**src/rtl/nlp16af_bus_unit.sv**
```systemverilog
// Registered multi-cycle memory-bus sequencer for the nlp16af core: read, write and
// two-word instruction fetch with ack wait states and a strobe timeout.
module nlp16af_bus_unit #(
    parameter int DATA_W  = 16,
    parameter int ADDR_W  = 16,
    parameter int TIMEOUT = 15
) (
    input  logic              i_clk,
    input  logic              i_rst,
    input  logic              i_req_valid,
    output logic              o_req_ready,
    input  logic [1:0]        i_req_kind,
    input  logic [ADDR_W-1:0] i_req_addr,
    input  logic [DATA_W-1:0] i_req_wdata,
    output logic              o_rsp_valid,
    output logic [DATA_W-1:0] o_rsp_rdata,
    output logic              o_rsp_err,
    output logic [DATA_W-1:0] o_ir1,
    output logic [DATA_W-1:0] o_ir2,
    output logic              o_rd,
    output logic              o_wr,
    output logic [ADDR_W-1:0] o_address,
    output logic [DATA_W-1:0] o_bus,
    input  logic [DATA_W-1:0] i_bus,
    input  logic              i_ack
);

    typedef enum logic [1:0] {IDLE, STROBE, GAP, RESP} state_t;

    localparam logic [1:0] K_FETCH = 2'b00;
    localparam logic [1:0] K_READ  = 2'b01;
    localparam logic [1:0] K_WRITE = 2'b10;
    localparam logic [1:0] K_ILL   = 2'b11;
    localparam logic [7:0] CNT_LAST = 8'(TIMEOUT - 1);
    localparam logic [ADDR_W-1:0] ADDR_ONE = {{(ADDR_W-1){1'b0}}, 1'b1};

    state_t            state_q, state_d;
    logic [1:0]        kind_q, kind_d;
    logic              word1_q, word1_d;
    logic [7:0]        cnt_q, cnt_d;
    logic [DATA_W-1:0] shadow_q, shadow_d;

    logic              rdy_d, rv_d, err_d, rd_d, wr_d;
    logic [DATA_W-1:0] rdata_d, ir1_d, ir2_d, bus_d;
    logic [ADDR_W-1:0] addr_d;

    // Every output is a register; this block computes all next values.
    always_comb begin
        state_d  = state_q;
        kind_d   = kind_q;
        word1_d  = word1_q;
        cnt_d    = cnt_q;
        shadow_d = shadow_q;
        rdy_d    = o_req_ready;
        rv_d     = o_rsp_valid;
        err_d    = o_rsp_err;
        rd_d     = o_rd;
        wr_d     = o_wr;
        rdata_d  = o_rsp_rdata;
        ir1_d    = o_ir1;
        ir2_d    = o_ir2;
        bus_d    = o_bus;
        addr_d   = o_address;

        case (state_q)
            IDLE: begin
                rdy_d = 1'b1;
                rv_d  = 1'b0;
                err_d = 1'b0;
                if (i_req_valid) begin
                    kind_d  = i_req_kind;
                    cnt_d   = 8'd0;
                    word1_d = 1'b0;
                    rdy_d   = 1'b0;
                    if (i_req_kind == K_ILL) begin
                        state_d = RESP;
                        rv_d    = 1'b1;
                        err_d   = 1'b1;
                    end else begin
                        state_d = STROBE;
                        addr_d  = i_req_addr;
                        if (i_req_kind == K_WRITE) begin
                            wr_d  = 1'b1;
                            bus_d = i_req_wdata;
                        end else begin
                            rd_d = 1'b1;
                        end
                    end
                end
            end
            STROBE: begin
                if (i_ack) begin
                    rd_d = 1'b0;
                    wr_d = 1'b0;
                    if (kind_q == K_FETCH && !word1_q) begin
                        shadow_d = i_bus;
                        addr_d   = o_address + ADDR_ONE;
                        word1_d  = 1'b1;
                        state_d  = GAP;
                    end else begin
                        if (kind_q == K_READ) rdata_d = i_bus;
                        // Both IR words land on one edge so a failed fetch never splits them.
                        if (kind_q == K_FETCH) begin
                            ir1_d = shadow_q;
                            ir2_d = i_bus;
                        end
                        state_d = RESP;
                        rv_d    = 1'b1;
                        err_d   = 1'b0;
                    end
                end else if (cnt_q == CNT_LAST) begin
                    rd_d    = 1'b0;
                    wr_d    = 1'b0;
                    state_d = RESP;
                    rv_d    = 1'b1;
                    err_d   = 1'b1;
                end else begin
                    cnt_d = cnt_q + 8'd1;
                end
            end
            GAP: begin
                cnt_d   = 8'd0;
                rd_d    = 1'b1;
                state_d = STROBE;
            end
            RESP: begin
                rv_d    = 1'b0;
                err_d   = 1'b0;
                rdy_d   = 1'b1;
                state_d = IDLE;
            end
            default: state_d = IDLE;
        endcase
    end

    always_ff @(posedge i_clk) begin
        if (i_rst) begin
            state_q     <= IDLE;
            kind_q      <= K_FETCH;
            word1_q     <= 1'b0;
            cnt_q       <= 8'd0;
            shadow_q    <= '0;
            o_req_ready <= 1'b1;
            o_rsp_valid <= 1'b0;
            o_rsp_err   <= 1'b0;
            o_rd        <= 1'b0;
            o_wr        <= 1'b0;
            o_rsp_rdata <= '0;
            o_ir1       <= '0;
            o_ir2       <= '0;
            o_bus       <= '0;
            o_address   <= '0;
        end else begin
            state_q     <= state_d;
            kind_q      <= kind_d;
            word1_q     <= word1_d;
            cnt_q       <= cnt_d;
            shadow_q    <= shadow_d;
            o_req_ready <= rdy_d;
            o_rsp_valid <= rv_d;
            o_rsp_err   <= err_d;
            o_rd        <= rd_d;
            o_wr        <= wr_d;
            o_rsp_rdata <= rdata_d;
            o_ir1       <= ir1_d;
            o_ir2       <= ir2_d;
            o_bus       <= bus_d;
            o_address   <= addr_d;
        end
    end

endmodule
```
**config.mk**
```make
export PLATFORM = sky130hd
export DESIGN_NAME = nlp16af_bus_unit
export DESIGN_NICKNAME = d
export VERILOG_FILES = /design/src/rtl/nlp16af_bus_unit.sv
export SDC_FILE = /design/constraint.sdc
export NUM_CORES = 1
export LEC_CHECK = 0
export ABC_AREA = 0
export BUFFER_PORTS_ARGS = -buffer_cell sky130_fd_sc_hd__buf_2
export CAP_MARGIN = 20
export CORE_MARGIN = 4
export CORE_UTILIZATION = 52
export CTS_CLUSTER_DIAMETER = 80
export DETAILED_ROUTE_END_ITERATION = 12
export GPL_TIMING_DRIVEN = 1
export MAX_ROUTING_LAYER = met4
export PLACE_DENSITY_LB_ADDON = 0.3
export SLEW_MARGIN = 20
export SYNTH_ARGS = -nofsm -noshare
export SYNTH_HDL_FRONTEND = slang
export SYNTH_SLANG_ARGS = --single-unit
```
**constraint.sdc**
```tcl
create_clock -name i_clk -period 2.6 [get_ports i_clk]
set_input_delay 0.13 -clock i_clk [delete_from_list [all_inputs] [get_ports i_clk]]
set_output_delay 0.13 -clock i_clk [all_outputs]
set_load 0.005 [all_outputs]
```
==> flow_metrics.tcl, run 1 <==
set metrics [dict create \
    synth_edf_count 0 \
    avgSynthCellArea_um2 7.88 \
    ctsResizeCount 0 \
    power_density_nw_per_um2 894 \
    multi_input_area_um2 2440 \
    leakage_nw 2.74 \
    boundaryPins 139 \
    synthDistinctLibCells 53 \
    cts.reportedPaths.clkPinSlew_ns 0.06 \
    first_pass_iters 5 \
    ys_top_cells_by_area "dfxtp_1 (46%), nand2_1 (14%), a21oi_1 (11%)" \
    die_h_um 105 \
    critPathTopFamily "simple AND/OR/NAND/NOR gates" \
    die_w_um 105 \
    dieArea_um2 11100 \
    netlist_area_um2 4920 \
    crit_buf_inv 1 \
    fillers 694 \
    drv_cap 0 \
    ctsLongestPathBuffers 2 \
    cts_root_buf "clkbuf_8" \
    cpPeakStageDelay_ns 0.54 \
    grt_pass1_wl_mm 24.7 \
    drt_iter0_drc 395 \
    clock_latency_ns 0.52 \
    wl_per_cell_um 15.8 \
    path_common_cell "or4_1" \
    grt_pass1_vias 5124 \
    synthFlopType "dfxtp_1" \
    cts_tree "done" \
    tns_ns 0 \
    portBuffers 138 \
    finalSetupViolCount 0 \
    antenna_found_initial 0 \
    routabilityCongestion 0.950 \
    synth_seq_cells 114 \
    final_util_pct 73.0 \
    cts_inserted_buffers 17 \
    rows 35 \
    numClockSinks 114 \
    finalMaxSlewViolations 0 \
    antenna_left 0 \
    vias_per_cell 5.65 \
    yosysSeqAreaShare_pct 46.3 \
    max_freq_ghz 0.425 \
    core_um2 9240 \
    relSlewSlack_pct 43.1 \
    status "finished clean" \
    skew_ns 0.0118 \
    place_hpwl_mm 9.14 \
    yosys.area.top_type "dfxtp_1" \
    cp-start-kind "register" \
    regArea_um2 2280 \
    synth-async-reset-ratio_pct 0 \
    finalCritPeriodShare_pct 90.5 \
    hold_class "in -> reg" \
    postCtsSetupBuffers 0 \
    vias 5301 \
    finalHoldViolCount 0 \
    worstPathArrival_ns 2.79 \
    worstPathMaxFanout 10 \
    htree_levels 4 \
    syn_nets 688 \
    critical_path_class "reg -> reg" \
    hold_buffers 47 \
    rsz0062_at_grt "false" \
    post-route-min-period_ns 2.35 \
    synth.top_cell.area_share_pct 46.3 \
    grt_max_degree 74 \
    worst_path_max_delay_cell "or4_1" \
    total_power_w 0.00603 \
    antenna_cells_inserted 0 \
    yosysWarningCount 0 \
    tightest_slew_ns 0.851 \
    synthCells 625 \
    drt_drc_violations_left 0 \
    cp_cell_sequence "inv_1 -> ha_1 -> and2_4 -> or4_1 -> or4_1 -> a21oi_1" \
    grt_usage_pct 27.8 \
    routed_wl_mm 14.8 \
    required_ns 3.04 \
    drive_gt1_share_pct 23.3 \
    layout.nets 860 \
    floorplan.initialDensity_pct 53.3 \
    areaGrowthSynthToFinish_pct 37.0 \
    max-vdd-ir-drop_uv 525 \
    grt-ovfl-total 0 \
    end_kind "register" \
    hold_slack_ns 0.0180 \
]
==> report_power, final <==
| part | leakage (nW) | switching, W | internal, W |
|---|---|---|---|
| clock network | 0.286 | 0.000938 | 0.00132 |
| logic | 1.53 | 0.000924 | 0.000665 |
| registers | 0.923 | 0.000236 | 0.00195 |
==> synthesized netlist by cell type, types with 4 or more instances <==
cell type  count
mux2i_1        4
nor3b_1        4
nand2b_1      10
inv_1         11
dfxtp_1      114
a211oi_1       4
nand3_1       19
nand2_1      178
nor2_1         7
o31ai_1       18
nand4_1       12
a21oi_1      112
ha_1           9
or4_1          8
o41ai_1        5
nor2b_1        4
clkbuf_1      37
o21ai_0       10
nor4_1         5
and3_1         4
==> cell families after synthesis <==
logic type	Yosys count	synth area share, %
and+or+nand+nor	267	24.7
AOI/OAI and AO/OA	175	21.0
buffers and inverters	54	4.34
adders and majority gates	9	2.29
DFF	114	46.3
muxes	6	1.27
==> through the flow <==
stage                     area (µm²)  std cells  setup WS, ns
after detailed placement        5700        860         0.298
after floorplan                 4920        625         0.457
after global routing            6750        939        0.0822
final                           6750        939         0.248
after global placement          5700        860         0.379
after CTS                       6750        939         0.269
==> area by class of cell <==
cell class | count | area share (%)
multi-input cells | 457 | 36.2
flip-flops and latches | 114 | 33.8
repair buffers | 195 | 18.4
clock buffers | 17 | 6.14
clock inverters | 15 | 2.41
well taps | 129 | 2.39
inverters | 12 | 0.668
==> layer usage <==
| metal | GRT usage (%) | wire length (µm) |
|---|---|---|
| met4 | 9.84 | 210 |
| met3 | 7.16 | 1210 |
| met2 | 44.5 | 7220 |
| met5 | - | 0 |
| met1 | 34.0 | 6200 |
==> sequential cells by signal, indices dropped and copies added (netlist names), 2 cells and up <==
signal / flops
kind_q: 2
cnt_q: 8
o_address: 16
o_bus: 16
shadow_q: 16
state_q: 2
o_ir1: 16
o_rsp_rdata: 16
o_ir2: 16
==> worst reg2reg max path, delay by kind of cell (launching register included) <==
| kind | cells | cell delay (ns) |
|---|---|---|
| simple gates | 3 | 1.28 |
| flops | 1 | 0.41 |
| fa+ha+maj | 1 | 0.32 |
| compound gates | 1 | 0.14 |
| buf+inv | 1 | 0.14 |
==> worst paths after layout <==
path | cells after the start | endpoint | slack, ns | from
setup / recovery | 6 | cnt_q[7] | 0.25 | state_q[1]
hold / removal | 2 | word1_q | 0.02 | i_rst
setup reg to reg | 6 | cnt_q[7] | 0.25 | state_q[1]
hold reg to reg | 2 | o_rsp_rdata[12] | 0.45 | o_rsp_rdata[12]
==> placed cells by master, fill, tap and decap left out, types with 3 or more instances in the layout <==
cell type,synthesis,routed
and3_1,4,4
ha_1,9,9
o21ai_0,10,10
nand4_1,12,12
inv_8,0,4
buf_2,3,137
and2_1,3,3
nor2b_1,4,4
nand3_1,19,19
nor2_1,7,7
dlygate4sd3_1,0,47
nand2b_1,10,10
inv_6,0,6
inv_1,11,11
a211oi_1,4,4
clkbuf_16,0,16
dfxtp_1,114,114
a21oi_1,112,112
nor4_1,5,5
mux2i_1,4,4
o31a_1,3,3
or4_1,8,8
o41ai_1,5,5
o31ai_1,18,18
clkinv_4,0,4
buf_4,0,11
nand2_1,178,178
No activity file was read; power rests on OpenSTA's default activity.
==> inputs of run 2 (changes only) <==
--- a/config.mk
+++ b/config.mk
@@ -16,5 +16,4 @@
 export MAX_ROUTING_LAYER = met4
 export PLACE_DENSITY_LB_ADDON = 0.3
-export SLEW_MARGIN = 20
 export SYNTH_ARGS = -nofsm -noshare
 export SYNTH_HDL_FRONTEND = slang
==> constraint.sdc (replaced) <==
create_clock -name i_clk -period 2.6 [get_ports i_clk]
set_input_delay 0.52 -clock i_clk [delete_from_list [all_inputs] [get_ports i_clk]]
set_output_delay 0.52 -clock i_clk [all_outputs]
set_load 0.005 [all_outputs]
==> run 2 against run 1 <==
Power decreased by 4.7%; clock power decreased by 8%; core utilization fell by 5.4 points; die area unchanged; sequential power hardly changed; critical path depth unchanged; routed wire length fell by 10%; maximum frequency is 3.6% higher; highest routed layer unchanged; critical path type unchanged; combinational power down 6%; sequential share of layout area grew 2.7 points; hold slack better by 0.24 ns.
==> flow_metrics.tcl, run 2 (synthesized netlist as in run 1, its figures left out) <==
set metrics [dict create \
    path_common_cell "or4_1" \
    cts_inserted_buffers 17 \
    vias_per_cell 5.58 \
    leakage_nw 2.53 \
    critPathTopFamily "simple AND/OR/NAND/NOR gates" \
    cts_root_buf "clkbuf_8" \
    floorplan.initialDensity_pct 53.3 \
    power_density_nw_per_um2 921 \
    die_h_um 105 \
    antenna_left 0 \
    finalCritPeriodShare_pct 87.4 \
    hold_slack_ns 0.256 \
    numClockSinks 114 \
    end_kind "register" \
    layout.nets 814 \
    clock_latency_ns 0.51 \
    worstPathArrival_ns 2.70 \
    vias 4982 \
    antenna_cells_inserted 0 \
    crit_buf_inv 1 \
    grt_max_degree 77 \
    relSlewSlack_pct 50.3 \
    required_ns 3.03 \
    worst_path_max_delay_cell "or4_1" \
    fillers 792 \
    grt.met2_usage_pct 38.3 \
    final_common_cell "nand2_1" \
    rows 35 \
    finalSetupViolCount 0 \
    finalMaxSlewViolations 0 \
    postCtsSetupBuffers 0 \
    grt_pass1_vias 4646 \
    rsz0062_at_grt "false" \
    critical_path_class "reg -> reg" \
    cts_tree "done" \
    drt_drc_violations_left 0 \
    antenna_found_initial 0 \
    ctsResizeCount 0 \
    cts.reportedPaths.clkPinSlew_ns 0.06 \
    ctsLongestPathBuffers 2 \
    drv_cap 0 \
    post-route-min-period_ns 2.27 \
    grt_pass1_wl_mm 22.1 \
    cpPeakStageDelay_ns 0.61 \
    skew_ns 0.0114 \
    boundaryPins 139 \
    htree_levels 4 \
    max-vdd-ir-drop_uv 488 \
    place_hpwl_mm 9.12 \
    use_met1_pct 31.9 \
    layout_common_cells "nand2_1 (178), buf_2 (137), dfxtp_1 (114), a21oi_1 (112), nand3_1 (19)" \
    core_um2 9240 \
    drt_iter0_drc 323 \
    busiest_layer "met2" \
    first_pass_iters 5 \
    routabilityCongestion 0.885 \
    cp_cell_sequence "inv_1 -> ha_1 -> nor2b_1 -> or4_1 -> or4_1 -> a21oi_1" \
    tns_ns 0 \
    max_freq_ghz 0.440 \
    cp-start-kind "register" \
    tightest_slew_ns 0.743 \
    areaGrowthSynthToFinish_pct 26.9 \
    portBuffers 138 \
    hold_class "in -> reg" \
    grt_usage_pct 24.7 \
    hold_buffers 0 \
    met3_usage_pct 6.18 \
    drive_gt1_share_pct 24.9 \
    routed_wl_mm 13.3 \
    wl_per_cell_um 14.9 \
    grt-ovfl-total 0 \
    dieArea_um2 11100 \
    finalHoldViolCount 0 \
    status "finished clean" \
    die_w_um 105 \
    worstPathMaxFanout 8 \
]
[run 2: power breakdown]
| part | internal (W) | switching [W] | leakage (nW) | total, W |
|---|---|---|---|---|
| clock | 0.00119 | 0.000874 | 0.259 | 0.00207 |
| combinational | 0.000616 | 0.000885 | 1.35 | 0.00150 |
| sequential | 0.00195 | 0.000227 | 0.923 | 0.00218 |
| total | 0.00376 | 0.00199 | 2.53 | 0.00575 |
[run 2: layout make-up]
class                      count  area [µm²]  share of cell area (%)
clock buffer                  17         414                    6.63
tap                          129         161                    2.58
multi-input combinational    457        2440                    39.1
inverter                      12        45.0                   0.721
sequential                   114        2280                    36.5
timing repair buffer         149         776                    12.4
clock inverter                15         125                    2.00
[run 2: per-stage QoR]
step / setup WS (ns) / util [%] / total power, W / std cells / cell area [µm²]
after global routing: 0.230 / 67.6 / 0.00606 / 893 / 6250
after floorplan: 0.457 / - / 0.00318 / 625 / 4920
final: 0.329 / 67.6 / 0.00575 / 893 / 6250
after detailed placement: 0.347 / 61.8 / 0.00369 / 861 / 5710
after CTS: 0.354 / 67.6 / 0.00576 / 893 / 6250
after global placement: 0.428 / 61.8 / 0.00364 / 861 / 5710
[run 2: worst reg2reg max path: stages, from the launching register on]
cell and delay (ns):
dfxtp_1 0.39, inv_1 0.13, ha_1 0.23, nor2b_1 0.16, or4_1 0.61, or4_1 0.54
a21oi_1 0.15
[run 2: worst paths after layout]
kind | startpoint | end | slack, ns | depth (start not counted)
setup / recovery | state_q[0] | cnt_q[7] | 0.33 | 6
hold / removal | i_req_wdata[10] | o_bus[10] | 0.26 | 3
setup reg to reg | state_q[0] | cnt_q[7] | 0.33 | 6
hold reg to reg | o_bus[15] | o_bus[15] | 0.45 | 2
[run 2: routing by layer]
metal / routed length [µm] / up-vias
met5: 0 / -
met4: 141 / 0
met3: 981 / 17
met2: 6240 / 167
met1: 5950 / 2354
li1: - / 2444
